==> config.mk <==
export PLATFORM = sky130hd
export DESIGN_NAME = mem_port_arbiter
export DESIGN_NICKNAME = d
export VERILOG_FILES = /design/src/rtl/mem_port_arbiter_pkg.sv /design/src/rtl/mem_arb_sel.sv /design/src/rtl/mem_port_arbiter.sv
export SDC_FILE = /design/constraint.sdc
export NUM_CORES = 1
export LEC_CHECK = 0
export BUFFER_PORTS_ARGS = -buffer_cell sky130_fd_sc_hd__buf_2
export CAP_MARGIN = 20
export CORE_ASPECT_RATIO = 1.75
export CORE_MARGIN = 3
export CORE_UTILIZATION = 45
export DETAILED_ROUTE_END_ITERATION = 7
export PLACE_DENSITY = 0.81
export SLEW_MARGIN = 20
export SYNTH_ARGS = -nofsm -noshare
export SYNTH_HDL_FRONTEND = slang
export SYNTH_SLANG_ARGS = --single-unit
==> constraint.sdc <==
create_clock -name clk -period 1.82 [get_ports clk]
set_input_delay 0.455 -clock clk [delete_from_list [all_inputs] [get_ports clk]]
set_output_delay 0.455 -clock clk [all_outputs]
set_load 0.05 [all_outputs]
==> src/rtl/mem_port_arbiter_pkg.sv <==
// Shared constants and types for the memory-port arbiter: reset/boolean levels,
// two-bit FSM state codes and transaction-owner codes.
package mem_port_arbiter_pkg;

  localparam logic RST_ACTIVE = 1'b1;
  localparam logic TRUE       = 1'b1;
  localparam logic FALSE      = 1'b0;

  typedef enum logic [1:0] {
    ST_IDLE  = 2'd0,
    ST_ISSUE = 2'd1,
    ST_WAIT  = 2'd2
  } state_e;

  typedef enum logic {
    OWN_I = 1'b0,
    OWN_D = 1'b1
  } owner_e;

endpackage

==> src/rtl/mem_arb_sel.sv <==
// Winner select between fetch and load/store, zero-latency; the streak counter
// bounds how many data grants may pass a waiting fetch before it is forced through.
module mem_arb_sel
  import mem_port_arbiter_pkg::*;
#(
  parameter int STARVE_MAX = 4
) (
  input  logic clk,
  input  logic reset,
  input  logic arb_en_i,
  input  logic i_vld_i,
  input  logic d_vld_i,
  output logic grant_i_o,
  output logic grant_d_o
);

  localparam int SW = $clog2(STARVE_MAX + 1);

  logic [SW-1:0] streak_q, streak_d;
  logic          starved;

  assign starved   = (streak_q == SW'(STARVE_MAX));
  assign grant_d_o = arb_en_i & d_vld_i & (~i_vld_i | ~starved);
  assign grant_i_o = arb_en_i & i_vld_i & ~grant_d_o;

  // Only a data grant that actually passes a waiting fetch extends the streak.
  always_comb begin
    streak_d = streak_q;
    if (grant_d_o && i_vld_i) begin
      if (!starved) streak_d = streak_q + SW'(1);
    end else if (grant_i_o || grant_d_o) begin
      streak_d = '0;
    end
  end

  always_ff @(posedge clk) begin
    if (reset == RST_ACTIVE) streak_q <= '0;
    else                     streak_q <= streak_d;
  end

endmodule

==> src/rtl/mem_port_arbiter.sv <==
// Shares one memory port between fetch and load/store, one transaction in flight;
// 0-wait memory gives accept->rsp pulse of 3 cycles, memory stalls hold the request stable.
module mem_port_arbiter
  import mem_port_arbiter_pkg::*;
#(
  parameter int ADDR_W     = 32,
  parameter int DATA_W     = 32,
  parameter int STARVE_MAX = 4,
  parameter int TIMEOUT    = 255
) (
  input  logic                clk,
  input  logic                reset,
  input  logic                i_req_valid,
  output logic                i_req_ready,
  input  logic [ADDR_W-1:0]   i_req_addr,
  output logic                i_rsp_valid,
  output logic [DATA_W-1:0]   i_rsp_data,
  output logic                i_rsp_err,
  input  logic                d_req_valid,
  output logic                d_req_ready,
  input  logic [ADDR_W-1:0]   d_req_addr,
  input  logic                d_req_we,
  input  logic [DATA_W/8-1:0] d_req_wstrb,
  input  logic [DATA_W-1:0]   d_req_wdata,
  output logic                d_rsp_valid,
  output logic [DATA_W-1:0]   d_rsp_data,
  output logic                d_rsp_err,
  output logic                m_req_valid,
  input  logic                m_req_ready,
  output logic [ADDR_W-1:0]   m_req_addr,
  output logic                m_req_we,
  output logic [DATA_W/8-1:0] m_req_wstrb,
  output logic [DATA_W-1:0]   m_req_wdata,
  input  logic                m_rsp_valid,
  input  logic [DATA_W-1:0]   m_rsp_data
);

  localparam int TW = $clog2(TIMEOUT + 2);

  typedef struct packed {
    logic [ADDR_W-1:0]   addr;
    logic                we;
    logic [DATA_W/8-1:0] wstrb;
    logic [DATA_W-1:0]   wdata;
  } mreq_t;

  state_e            state_q, state_d;
  owner_e            owner_q, owner_d;
  mreq_t             req_q, req_d;
  logic [TW-1:0]     timer_q, timer_d;
  logic              i_rsp_vld_q, i_rsp_vld_d;
  logic              d_rsp_vld_q, d_rsp_vld_d;
  logic              rsp_err_q, rsp_err_d;
  logic [DATA_W-1:0] rsp_dat_q, rsp_dat_d;
  logic              arb_en, grant_i, grant_d, timed_out;

  mem_arb_sel #(
    .STARVE_MAX(STARVE_MAX)
  ) u_sel (
    .clk       (clk),
    .reset     (reset),
    .arb_en_i  (arb_en),
    .i_vld_i   (i_req_valid),
    .d_vld_i   (d_req_valid),
    .grant_i_o (grant_i),
    .grant_d_o (grant_d)
  );

  assign timed_out = (TIMEOUT != 0) && (timer_q == TW'(TIMEOUT - 1));

  always_ff @(posedge clk) begin
    if (reset == RST_ACTIVE) state_q <= ST_IDLE;
    else                     state_q <= state_d;
  end

  // A response arriving in the timeout cycle wins over the error.
  always_comb begin
    state_d = state_q;
    unique case (state_q)
      ST_IDLE:  if (grant_i || grant_d) state_d = ST_ISSUE;
      ST_ISSUE: if (m_req_ready) state_d = ST_WAIT;
      ST_WAIT:  if (m_rsp_valid || timed_out) state_d = ST_IDLE;
      default:  state_d = ST_IDLE;
    endcase
  end

  always_comb begin
    arb_en      = (state_q == ST_IDLE) && (reset != RST_ACTIVE);
    i_req_ready = grant_i;
    d_req_ready = grant_d;
    m_req_valid = (state_q == ST_ISSUE);
  end

  always_comb begin
    owner_d     = owner_q;
    req_d       = req_q;
    timer_d     = timer_q;
    i_rsp_vld_d = FALSE;
    d_rsp_vld_d = FALSE;
    rsp_err_d   = FALSE;
    rsp_dat_d   = '0;
    if (grant_d) begin
      owner_d     = OWN_D;
      req_d.addr  = d_req_addr;
      req_d.we    = d_req_we;
      req_d.wstrb = d_req_wstrb;
      req_d.wdata = d_req_wdata;
    end else if (grant_i) begin
      owner_d     = OWN_I;
      req_d.addr  = i_req_addr;
      req_d.we    = FALSE;
      req_d.wstrb = '0;
      req_d.wdata = '0;
    end
    if (state_q == ST_ISSUE) timer_d = '0;
    if (state_q == ST_WAIT) begin
      timer_d = timer_q + TW'(1);
      if (m_rsp_valid || timed_out) begin
        i_rsp_vld_d = (owner_q == OWN_I);
        d_rsp_vld_d = (owner_q == OWN_D);
        rsp_err_d   = ~m_rsp_valid;
        rsp_dat_d   = m_rsp_valid ? m_rsp_data : '0;
      end
    end
  end

  always_ff @(posedge clk) begin
    if (reset == RST_ACTIVE) begin
      owner_q     <= OWN_I;
      req_q       <= '0;
      timer_q     <= '0;
      i_rsp_vld_q <= FALSE;
      d_rsp_vld_q <= FALSE;
      rsp_err_q   <= FALSE;
      rsp_dat_q   <= '0;
    end else begin
      owner_q     <= owner_d;
      req_q       <= req_d;
      timer_q     <= timer_d;
      i_rsp_vld_q <= i_rsp_vld_d;
      d_rsp_vld_q <= d_rsp_vld_d;
      rsp_err_q   <= rsp_err_d;
      rsp_dat_q   <= rsp_dat_d;
    end
  end

  assign m_req_addr  = req_q.addr;
  assign m_req_we    = req_q.we;
  assign m_req_wstrb = req_q.wstrb;
  assign m_req_wdata = req_q.wdata;

  assign i_rsp_valid = i_rsp_vld_q;
  assign i_rsp_err   = i_rsp_vld_q & rsp_err_q;
  assign i_rsp_data  = i_rsp_vld_q ? rsp_dat_q : '0;
  assign d_rsp_valid = d_rsp_vld_q;
  assign d_rsp_err   = d_rsp_vld_q & rsp_err_q;
  assign d_rsp_data  = d_rsp_vld_q ? rsp_dat_q : '0;

endmodule

---- Word-level counts from Yosys, hierarchy flattened ----
Cells that the tools add are included.
storage, ports and cells
  register bits ........................... 119
  input port bits ......................... 139
  output and inout port bits .............. 140
  word-level logic and storage cells ...... 64
operators by class
  add/subtract/negate cells ............... 2
  eq/ne operators ......................... 8
  muxes and demuxes ....................... 15
  bitwise operators ....................... 15
  reductions and logical operators ........ 12
operators by type and width
  kind                   number
  $mux W69               2
  $mux W32               2
  $mux W9                2
  $add A9 B1 Y9 const B  1
  $eq A9 B8 Y1 const B   1
  $mux W3                3
  $not A1 Y1             8
  $and A1 B1 Y1          6
  $mux W2                3
  $pmux W2 S3            1
  $reduce_bool A2 Y1     3
  $ne A2 B1 Y1 const B   2
  $ne A2 B2 Y1 const B   2
  $reduce_or A4 Y1       1
  $add A3 B1 Y3 const B  1
  $eq A3 B3 Y1 const B   1
  $reduce_and A3 Y1      1
  $reduce_or A3 Y1       1
  $eq A2 B1 Y1 const B   1
  $eq A2 B2 Y1 const B   1
  $logic_and A1 B1 Y1    2
  $logic_not A2 Y1       1
  $logic_or A1 B1 Y1     2
  $mux W1                2
  other kinds (2)        2

---- Longest topological paths before layout ----
Gate-level depths: netlist of the first run.
  depth in word-level cells ............... 9
  depth in mapped cells ................... 9
  depth with buffers taken out ............ 7

---- By module ----
A second synthesis of the first run with hierarchy kept.
second synthesis, totals
  cell total of the unflattened synthesis .. 578
  area total of the unflattened synthesis .. 5044.8 um^2
by module, submodules not included
  module            times used  cells an instance  area an instance (um^2)  sequential area each (um^2)
  mem_port_arbiter  1           554                4843.4                   2322.2
  mem_arb_sel       1           24                 201.4                    60.1

---- Worst setup path before layout of the first run ----
OpenSTA, ideal clock, no wires.
  kind .................................... reg2out
  from .................................... register state_q[0]
  to ...................................... output i_req_ready
  data arrival time ....................... 1.912 ns
  required time ........................... 1.365 ns
  slack ................................... -0.547 ns
  stages on the path, launching flop included .. 9
  buffers on the path ..................... 2
  cells stage by stage .................... dfxtp_1 > inv_1 > ha_1 > nor2b_1 > buf_4 > nand3_4 > inv_2 > buf_4 > nor2_1
between the ends
  longest elaborated chain between the ends .. 6
  elaborated cells between the ends (all ways) .. 7
  classes of those cells .................. 5 x bitwise; 2 x reduce/logical
ends and longest elaborated chain
  what                         line                    RTL
  start: declaration           mem_port_arbiter.sv:47  state_e state_q, state_d;
  start signal: assignment     mem_port_arbiter.sv:73  else state_q <= state_d;
  $logic_not A2 Y1             mem_port_arbiter.sv:88  arb_en = (state_q == ST_IDLE) && (reset != RST_ACTIVE);
  $logic_and A1 B1 Y1          mem_port_arbiter.sv:88
  $and A1 B1 Y1 (2 in series)  mem_arb_sel.sv:23       assign grant_d_o = arb_en_i & d_vld_i & (~i_vld_i | ~starved);
  named net d_req_ready        mem_port_arbiter.sv:20  output logic d_req_ready,
  $not A1 Y1                   mem_arb_sel.sv:24       assign grant_i_o = arb_en_i & i_vld_i & ~grant_d_o;
  $and A1 B1 Y1                mem_arb_sel.sv:24
  end: declaration             mem_port_arbiter.sv:14  output logic i_req_ready,
The timed path passes the listed nets, and every way through them passes these cells.

---- Worst setup path after layout of the first run ----
  from .................................... register state_q[0]
  to ...................................... output i_req_ready
between the ends
  longest elaborated chain between the ends .. 6
  elaborated cells between the ends (all ways) .. 7
  classes of those cells .................. 5 x bitwise; 2 x reduce/logical
ends and longest elaborated chain
  what                         line
  $logic_not A2 Y1 (*)         mem_port_arbiter.sv:88
  $logic_and A1 B1 Y1 (*)      mem_port_arbiter.sv:88
  $and A1 B1 Y1 (2 in series)  mem_arb_sel.sv:23
  $not A1 Y1                   mem_arb_sel.sv:24
  $and A1 B1 Y1 (*)            mem_arb_sel.sv:24
Every way passes the cells marked *; elsewhere a longest branch is shown, timed or not.

==> results list, run 1 <==
- Total clock buffers created by CTS: 17
* Row cnt: between 50 and 60
* Hold WS: 232.7 ps
* Effective utilization at floorplan: 0.4615
- H-tree lvl count: 4
* Area enclosed by the die boundary: between 0.01 and 0.015 mm²
- Static timing analysis puts the maximum clock frequency at about 510 MHz.
- Routability-driven placement finished with a final weighted congestion of just over 0.8.
* Number of DRC markers in iteration 0: ~160
* Mean post-synth cell area: 8.795 µm²
- Critical setup path kind: flip-flop to output port
* Clk_lat worst skew: between 400 and 500 ps
- The filler cells instantiated in the layout total 904.
* Net switching power: 3.165 mW
- Of the available clock period, the critical path in the final layout requires 1.081.
- The number of global-route vias before repair was ~4900.
- Data arrives at the worst endpoint at ~1500 ps.
- The synthesized design contains 0 enable-type register cells.
- Post-placement worst setup slack: 35.20 ps
* Routed length per placed instance: ~16 µm
* Wire length of the first global-routing pass: 23330 µm
- The final number of max-transition violations is 0.
* Leakage power: approximately 3.5 nW
- Setup violations remaining at the end of the flow were counted as 3.
- Sequential element share of the synthesized area: 0.4622
* Internal power contribution: around 5.7 mW
- Share of total power in combinational logic: 0.313
- Sequential cell fraction of total power: 0.340
- Area occupied by multi-input gates: around 0.0025 mm²
- Clock skew after layout: 9.843 ps
- Before antenna repair, the detailed router went through 8 iterations.
* Total number of yosys warnings: 0
- Clk pin slew, worst setup/hold paths: around 50 ps
- For this design the top-level I/O count stands at between 200 and 300.
* Area inside the core boundary: between 0.01 and 0.015 mm²
- Worst min path class: input port to flip-flop
* Main synth FF type: sky130_fd_sc_hd__dfxtp_1
* CTS Buffer Depth: 2
* Overall overflow remaining after global route: 0
- The tool flagged a number of max-cap violations equal to 0.
- Entering global routing, the biggest net connects 79 pins.
- Share of total power consumed by net switching: 0.3557
- Of the total power, the clock network draws 0.347.
- The number of nets in the synthesized netlist is 732.
- Worst IR Drop VDD: slightly below 0.8 mV
- For this run, the total global-route usage over all layers was measured as 0.2303.
- Of the cells placed in the final design, the portion with a size suffix greater than 1 is 0.4380.
- Vertical extent of the die: around 150 µm
- The number of antenna violations at the first check in global routing was 1.
* PnR worst setup slack: -147.9 ps
* Number of buffers inserted by port buffering: around 280
* Vias per cell: 5.176
* Measured slew at the worst slew-check pin: 390.8 ps
* Violated checks: DRC, setup timing
- Crit Path Max Fanout: 4
* Slew margin rel.: 0.7383
* Number of storage elements in the synthesis netlist: ~120
- STA classifies the critical path startpoint as a flip-flop.
- Number of cells produced by synthesis: ~600
- In this run, post-CTS hold repair placed 0 buffers.
* Post-detailed-route DRC marker count: 3
- Summing all flip-flop and latch instances after layout gives approximately 0.0024 mm².
- Run status: finished, violations left
- For this block, the via count after detailed routing is between 5000 and 6000.
- Crit. End Element: output port
- Unrepaired setup endpoints after global routing: true
* Ys async rst share: 0
- Wires add up to 15940 µm.
* Syn-to-layout area delta: 46.56%
* Final hold violation count: 0
- Syn Std Cell Area: 0.005154 mm²
* Root buf cell: sky130_fd_sc_hd__clkbuf_16
- Clock period minus worst slack: 1968 ps
- Distinct cell type count after synthesis: 33
- In this run the power density over the cells is between 1000 and 1500 mW/mm².
* Worst Path Required: between 1000 and 1500 ps
- Setup Total Neg Slack: -277.0 ps
* Pwr Total: between 8 and 9 mW
* Design area: 0.007553 mm²
- Net total in the final layout: 1012
* TritonCTS clock tree: done
* Number of nets with antenna violations after detailed routing: 0
- Count of antenna diodes in the layout: 0
* Half-perimeter wire length after detailed placement: 11140 µm
- The tree built by TritonCTS fans out to roughly 120 sinks.
- Die X: around 87 µm
- Placement-stage cell area: 0.006676 mm²
[critical path: stages (launching register included)]
cell and delay, ps:
sky130_fd_sc_hd__dfxtp_2 320, sky130_fd_sc_hd__inv_2 80, sky130_fd_sc_hd__ha_4 140, sky130_fd_sc_hd__nor2b_4 190
sky130_fd_sc_hd__nand3_4 120, sky130_fd_sc_hd__inv_8 100, sky130_fd_sc_hd__nor2_4 40, sky130_fd_sc_hd__buf_8 140
[synth_stat cells (3+ instances only)]
cell,count,area share
sky130_fd_sc_hd__nand2b_1,3,0.0036
sky130_fd_sc_hd__and2_1,98,0.12
sky130_fd_sc_hd__ha_1,7,0.017
sky130_fd_sc_hd__buf_6,5,0.011
sky130_fd_sc_hd__clkbuf_1,20,0.015
sky130_fd_sc_hd__a311oi_2,32,0.093
sky130_fd_sc_hd__buf_2,18,0.017
sky130_fd_sc_hd__buf_4,5,0.0073
sky130_fd_sc_hd__inv_1,10,0.0073
sky130_fd_sc_hd__a21oi_1,45,0.044
sky130_fd_sc_hd__nand3_1,77,0.075
sky130_fd_sc_hd__dfxtp_1,119,0.46
sky130_fd_sc_hd__o21ai_0,4,0.0039
sky130_fd_sc_hd__xor2_1,5,0.0085
sky130_fd_sc_hd__nand2_1,74,0.054
sky130_fd_sc_hd__nand4_1,3,0.0036
sky130_fd_sc_hd__nor2_1,42,0.031
[state kept, by name, indices dropped and copies added, names as in the netlist]
register and flops:
owner_q 1, timer_q 9, m_req_we 1, rsp_err_q 1, m_req_addr 32, state_q 2
u_sel.streak_q 3, rsp_dat_q 32, m_req_wstrb 4, m_req_wdata 32, d_rsp_valid 1, i_rsp_valid 1
[through the flow]
| stage | util | cells |
|---|---|---|
| 6_report | 0.6764 | 1011 |
| 5_1_grt | 0.6764 | 1011 |
| 4_1_cts | 0.6614 | 1010 |
| 3_5_place_dp | 0.5979 | 968 |
| 3_3_place_gp | 0.5979 | 968 |
| 2_1_floorplan | - | 586 |
[final timing paths]
| check | from | to | slack [ps] | depth (start not counted) |
|---|---|---|---|---|
| setup reg to reg | state_q[0] | m_req_wdata[17] | 130 | 9 |
| setup / recovery | state_q[0] | i_req_ready | -150 | 7 |
| hold / removal | m_rsp_valid | rsp_err_q | 230 | 2 |
| hold reg to reg | owner_q | i_rsp_valid | 450 | 1 |
[metal layers]
layer	GRT usage	wire (µm)	vias to the layer above
met1	0.2287	5637	2406
li1	-	-	2536
met4	0.09516	450	2
met2	0.4357	8671	244
met5	0	13	-
met3	0.05968	1168	45
[what timing repair did]
item                       4_1_cts  5_1_grt
pin swaps                        2        2
gates resized for setup         21       53
setup endpoints to repair       69       56
buffers inserted                10        1
cloned                           0        1
[final cells by class]
type	count	share of cell area
Sequential cell	119	0.3164
Tap cell	132	0.02187
Clock buffer	21	0.05963
Multi-Input combinational cell	408	0.3338
Inverter	11	0.006460
Timing Repair Buffer	309	0.2485
Clock inverter	11	0.01342
[cell families (layout without fill, tap and decap cells)]
group	count (synthesis)	after routing	share of synthesized area
compound gates	87	87	0.1503
xor+xnor	6	6	0.01020
fa+ha+maj	7	7	0.01699
buf+inv	59	352	0.05827
simple gates	308	308	0.3020
flops	119	119	0.4622
[power by group through the flow]
| stage | registers (mW) | clock network, mW | logic, mW |
|---|---|---|---|
| finish | 3.03 | 3.09 | 2.79 |
| global route | 3.05 | 3.25 | 2.96 |
| CTS | 3.02 | 3.16 | 2.72 |
| detailed placement | 3.07 | 0 | 2.54 |
| global placement | 3.07 | 0 | 2.50 |
| floorplan | 3.83 | 0 | 1.14 |
[cell usage in the layout (no fill, tap or decap), drive strengths merged, types with 2 or more instances in the layout]
cell type,Yosys,routed
or3,2,2
nand4,3,3
xor2,5,5
a311oi,34,34
nand2,75,75
dfxtp,119,119
clkinvlp,0,4
nand3,78,78
nand3b,2,2
o21ai,4,4
inv,11,12
clkbuf,20,64
nor2,42,42
nand2b,3,3
buf,28,266
clkinv,0,5
ha,7,7
a21oi,45,45
and2,98,98
No activity file was read; power rests on OpenSTA's default activity.
==> run 2: changes to the inputs <==
Settings changed: SYNTH_HIERARCHICAL set to 1.
==> results list, run 2 <==
* Run status: finished, violations left
- The checks that failed: setup timing.
- Routed length per placed instance: 16.05 µm (+1.8%)
* Row cnt: 50 (-2.0%)
- Worst Path Required: 1360 ps (about the same)
- The total clock buffers created by CTS is 17 (unchanged).
- Most repeated cell in the gate-level netlist after synthesis: sky130_fd_sc_hd__dfxtp_1
- The total wirelength of the detailed-routed design was 16600 µm (+4.1%).
- Number of DRC markers in iteration 0: 161 (+1.3%)
- The clock transition at the register clock pins on the worst setup and hold paths after CTS is 60 ps (about the same).
- The library cell used most frequently in the layout, excluding fill and tap cells, is sky130_fd_sc_hd__buf_2.
- The number of cells after detailed placement was 971 (+0.31%).
* Gpl congestion: 0.8207 (+1.8%)
- Cell types with the largest area share after synthesis: sky130_fd_sc_hd__dfxtp_1 47%, sky130_fd_sc_hd__and2_1 12%, sky130_fd_sc_hd__nor2_1 8.4%
- The critical path arrival is 1560 ps (+50 ps).
- The number of fill cells is 722 (-20%).
- Sequential element share of the synthesized area: 0.4722 (+0.009974)
* Setup-failing EPs final: 61 (+58)
* Die X: 86.04 µm (-0.98%)
- Number of nets with antenna violations after detailed routing: 0 (unchanged)
* Root buf cell: sky130_fd_sc_hd__clkbuf_16
- The leakage power summed over all cells came to 3.965 nW (+14%).
* CTS Buffer Depth: 2 (unchanged)
- The number of nets produced by synthesis was 724 (-1.1%).
- Main synth FF type: sky130_fd_sc_hd__dfxtp_1
- The number of global-route vias before repair was 4881 (+0.41%).
- The final hold violation count was 0 (unchanged).
* Critical setup path kind: flip-flop to output port
- CTS sink count: 119 (unchanged)
* Syn-to-layout area delta: 61.61%
* Setup Total Neg Slack: -4041 ps (-3764 ps)
* Cell at the slowest stage of the critical path: sky130_fd_sc_hd__dfxtp_2
- Worst min path class: input port to flip-flop
- The fraction of synthesized cell area taken by the top area cell type came to 0.4722 (+0.009974).
* Pwr Total: 8.995 mW (+1.1%)
- The register bit count reported by yosys was 119 (unchanged).
- The actual transition at the worst max-transition pin came to 518.6 ps (+127.8 ps).
* Total number of yosys warnings: 6 (+6)
* Overall overflow remaining after global route: 0 (unchanged)
* Slew margin rel.: 0.6542 (-0.08408)
* Antenna violations before repair: 0 (-1)
* Vias per cell: 5.097 (-1.5%)
* Most used cells in the layout excluding fill and tap cells: 240 x sky130_fd_sc_hd__buf_2, 115 x sky130_fd_sc_hd__dfxtp_1, 113 x sky130_fd_sc_hd__nor2_1
- The pre-CTS setup slack is -71.41 ps (-106.6 ps).
* Count of flip-flops with a built-in enable after synthesis: 0 (unchanged)
- The total global-route track usage is 0.2256 (-0.004689).
- Counting instances in the post-synthesis netlist gives the leading cell types as 119 x sky130_fd_sc_hd__dfxtp_1, 113 x sky130_fd_sc_hd__nor2_1, 99 x sky130_fd_sc_hd__and2_1.
- The vertical die dimension is 146.1 µm (-1.0%).
- The worst-case setup margin in the final layout was -193.1 ps (-45.14 ps).
* Clock period minus worst slack: 2013 ps (+45.14 ps)
- The largest fanout of any net on the critical path was 3 (-1).
- Count of antenna diodes in the layout: 0 (unchanged)
- Net total in the final layout: 1038 (+2.6%)
- Of all cell types, the one taking the most synthesized area is sky130_fd_sc_hd__dfxtp_1.
* Final critical-path share of the clock period: 1.106 (+0.02480)
- The max-cap violation count came to 0 (unchanged).
- The I/O pin total was 279 (unchanged).
- The starting utilization of the core area came to 0.4661 (+0.004615).
- The global-route wire length before repair was 22800 µm (-2.3%).
* Clock skew after layout: 9.500 ps (-0.3426 ps)
- Number of buffers inserted by port buffering: 278 (unchanged)
- The utilization after layout came to 0.7533 (+0.07688).
- The final number of max-transition violations is 0 (unchanged).
- Category of the worst setup path launch point: flip-flop
- The insertion delay of the later-clocked pin in the worst-skew pair is 400 ps (about the same).
- The post-synthesis instance area is 0.005045 mm² (-2.1%).
- TritonCTS clock tree: done
- The number of non-filler instances in the completed layout is 1034 (+2.3%).
- H-tree lvl count: 4 (unchanged)
- Upper clock frequency limit: 496.8 MHz (-2.2%)
- Stage delay of the slowest cell on the critical path: 320 ps (about the same)
- Crit. End Element: output port
- Mean post-synth cell area: 8.728 µm² (-0.76%)
* Power per cell area: 1103 mW/mm² (-6.3%)
* Area enclosed by the die boundary: 0.01257 mm² (-2.0%)
* Worst IR Drop VDD: 0.9595 mV (+24%)
- Ratio of cells with drive above 1 in the final layout: 0.4580 (+0.01997)
* Maximum number of pins on one net before global-route repair: 47 (-41%)
- Vias after detailed routing: 5270 (+0.71%)
- The fraction of synthesis flops using an asynchronous set or reset pin was 0 (unchanged).
- The number of detailed-route iterations in the first pass is 5 (-3).
* Distinct cell type count after synthesis: 35 (+6.1%)
- Traced cell by cell, the critical path runs through inv_2 -> ha_4 -> nor2b_4 -> nand2_2 -> a21oi_4 -> buf_6 -> buf_8.
- Unrepaired setup endpoints after global routing: true
* Post-detailed-route DRC marker count: 0 (-3)
- Number of cells produced by synthesis: 578 (-1.4%)
- The total half-perimeter wirelength after legalization and detailed placement was 10640 µm (-4.5%).
- The setup slack on the worst flop-to-flop path was -160 ps (-290 ps).
- Area inside the core boundary: 0.01082 mm² (-3.1%)
-- run 2: cell types whose count changed in the layout (fill, tap and decap cells not counted), moves of 8 or more --
cell	previous run	this run
sky130_fd_sc_hd__nand2_1	74	5
sky130_fd_sc_hd__nor3b_1	1	17
sky130_fd_sc_hd__mux2i_1	0	31
sky130_fd_sc_hd__buf_12	5	14
sky130_fd_sc_hd__clkbuf_4	42	28
sky130_fd_sc_hd__a311oi_2	32	0
sky130_fd_sc_hd__nand3_1	76	4
sky130_fd_sc_hd__buf_6	2	11
sky130_fd_sc_hd__a21oi_1	45	70
sky130_fd_sc_hd__nor2_1	41	113
sky130_fd_sc_hd__buf_2	226	240
sky130_fd_sc_hd__clkbuf_16	18	26
sky130_fd_sc_hd__nor3b_2	0	22
-- run 2: area by class of cell --
cell class,instances,area [µm²],share of cell area
Clock buffer,22,454.2,0.05571
Clock inverter,9,102.6,0.01258
Inverter,10,37.54,0.004604
Multi-Input combinational cell,408,2640,0.3238
Sequential cell,119,2390,0.2931
Tap cell,130,162.7,0.01995
Timing Repair Buffer,336,2366,0.2902
-- run 2: where the power goes --
group	internal, mW	total [mW]	switching, mW	leakage (nW)
Combinational	1.18	2.85	1.67	2.73
Clock	2.03	3.17	1.14	0.266
Sequential	2.84	2.97	0.126	0.969
Total	6.06	9.00	2.94	3.97
-- run 2: worst paths after layout --
check | startpoint | endpoint | depth (start not counted)
max | state_q[0] | i_req_ready | 7
min | m_rsp_data[7] | rsp_dat_q[7] | 2
max reg2reg | state_q[0] | m_req_addr[25] | 12
min reg2reg | u_sel/streak_q[0] | u_sel/streak_q[0] | 2
-- run 2: kinds of logic (layout without fill, tap and decap cells) --
kind of cell | count (synthesis) | in the layout | share of synthesized area
flip-flops | 119 | 119 | 0.4722
AND/OR/NAND/NOR | 278 | 278 | 0.2979
multiplexers | 35 | 35 | 0.07044
buffers and inverters | 51 | 377 | 0.04142
AO/OA/AOI/OAI | 82 | 82 | 0.09028
XOR/XNOR | 6 | 6 | 0.01042
adder cells (fa/ha/maj) | 7 | 7 | 0.01736
-- run 2: stage by stage --
stage	instance area [µm²]	hold slack, ps
final	8153	252.9
after global routing	8153	235.9
after CTS	7532	234.6
after detailed placement	6804	443.0
after global placement	6804	432.3
after floorplan	5147	406.5
-- run 2: what timing repair did --
item                       CTS  global route
setup endpoints to repair   93           134
gates resized for setup     21            83
cloned                       2            10
buffers inserted             6            16
pin swaps                    2             3
hold buffers                 0             0
-- run 2: worst max-delay path: cells and delay by family (launching register included) --
kind / cells / cell delay, ps
buffers and inverters: 3 / 320
adder cells (fa/ha/maj): 1 / 130
flip-flops: 1 / 320
AO/OA/AOI/OAI: 1 / 130
AND/OR/NAND/NOR: 2 / 240
-- run 2: metal layers --
metal | track usage | wire [µm] | vias to the layer above
met2 | 0.4069 | 8963 | 288
li1 | - | - | 2536
met5 | 0 | 0 | -
met3 | 0.08413 | 1554 | 43
met4 | 0.09033 | 486 | 0
met1 | 0.2281 | 5591 | 2403
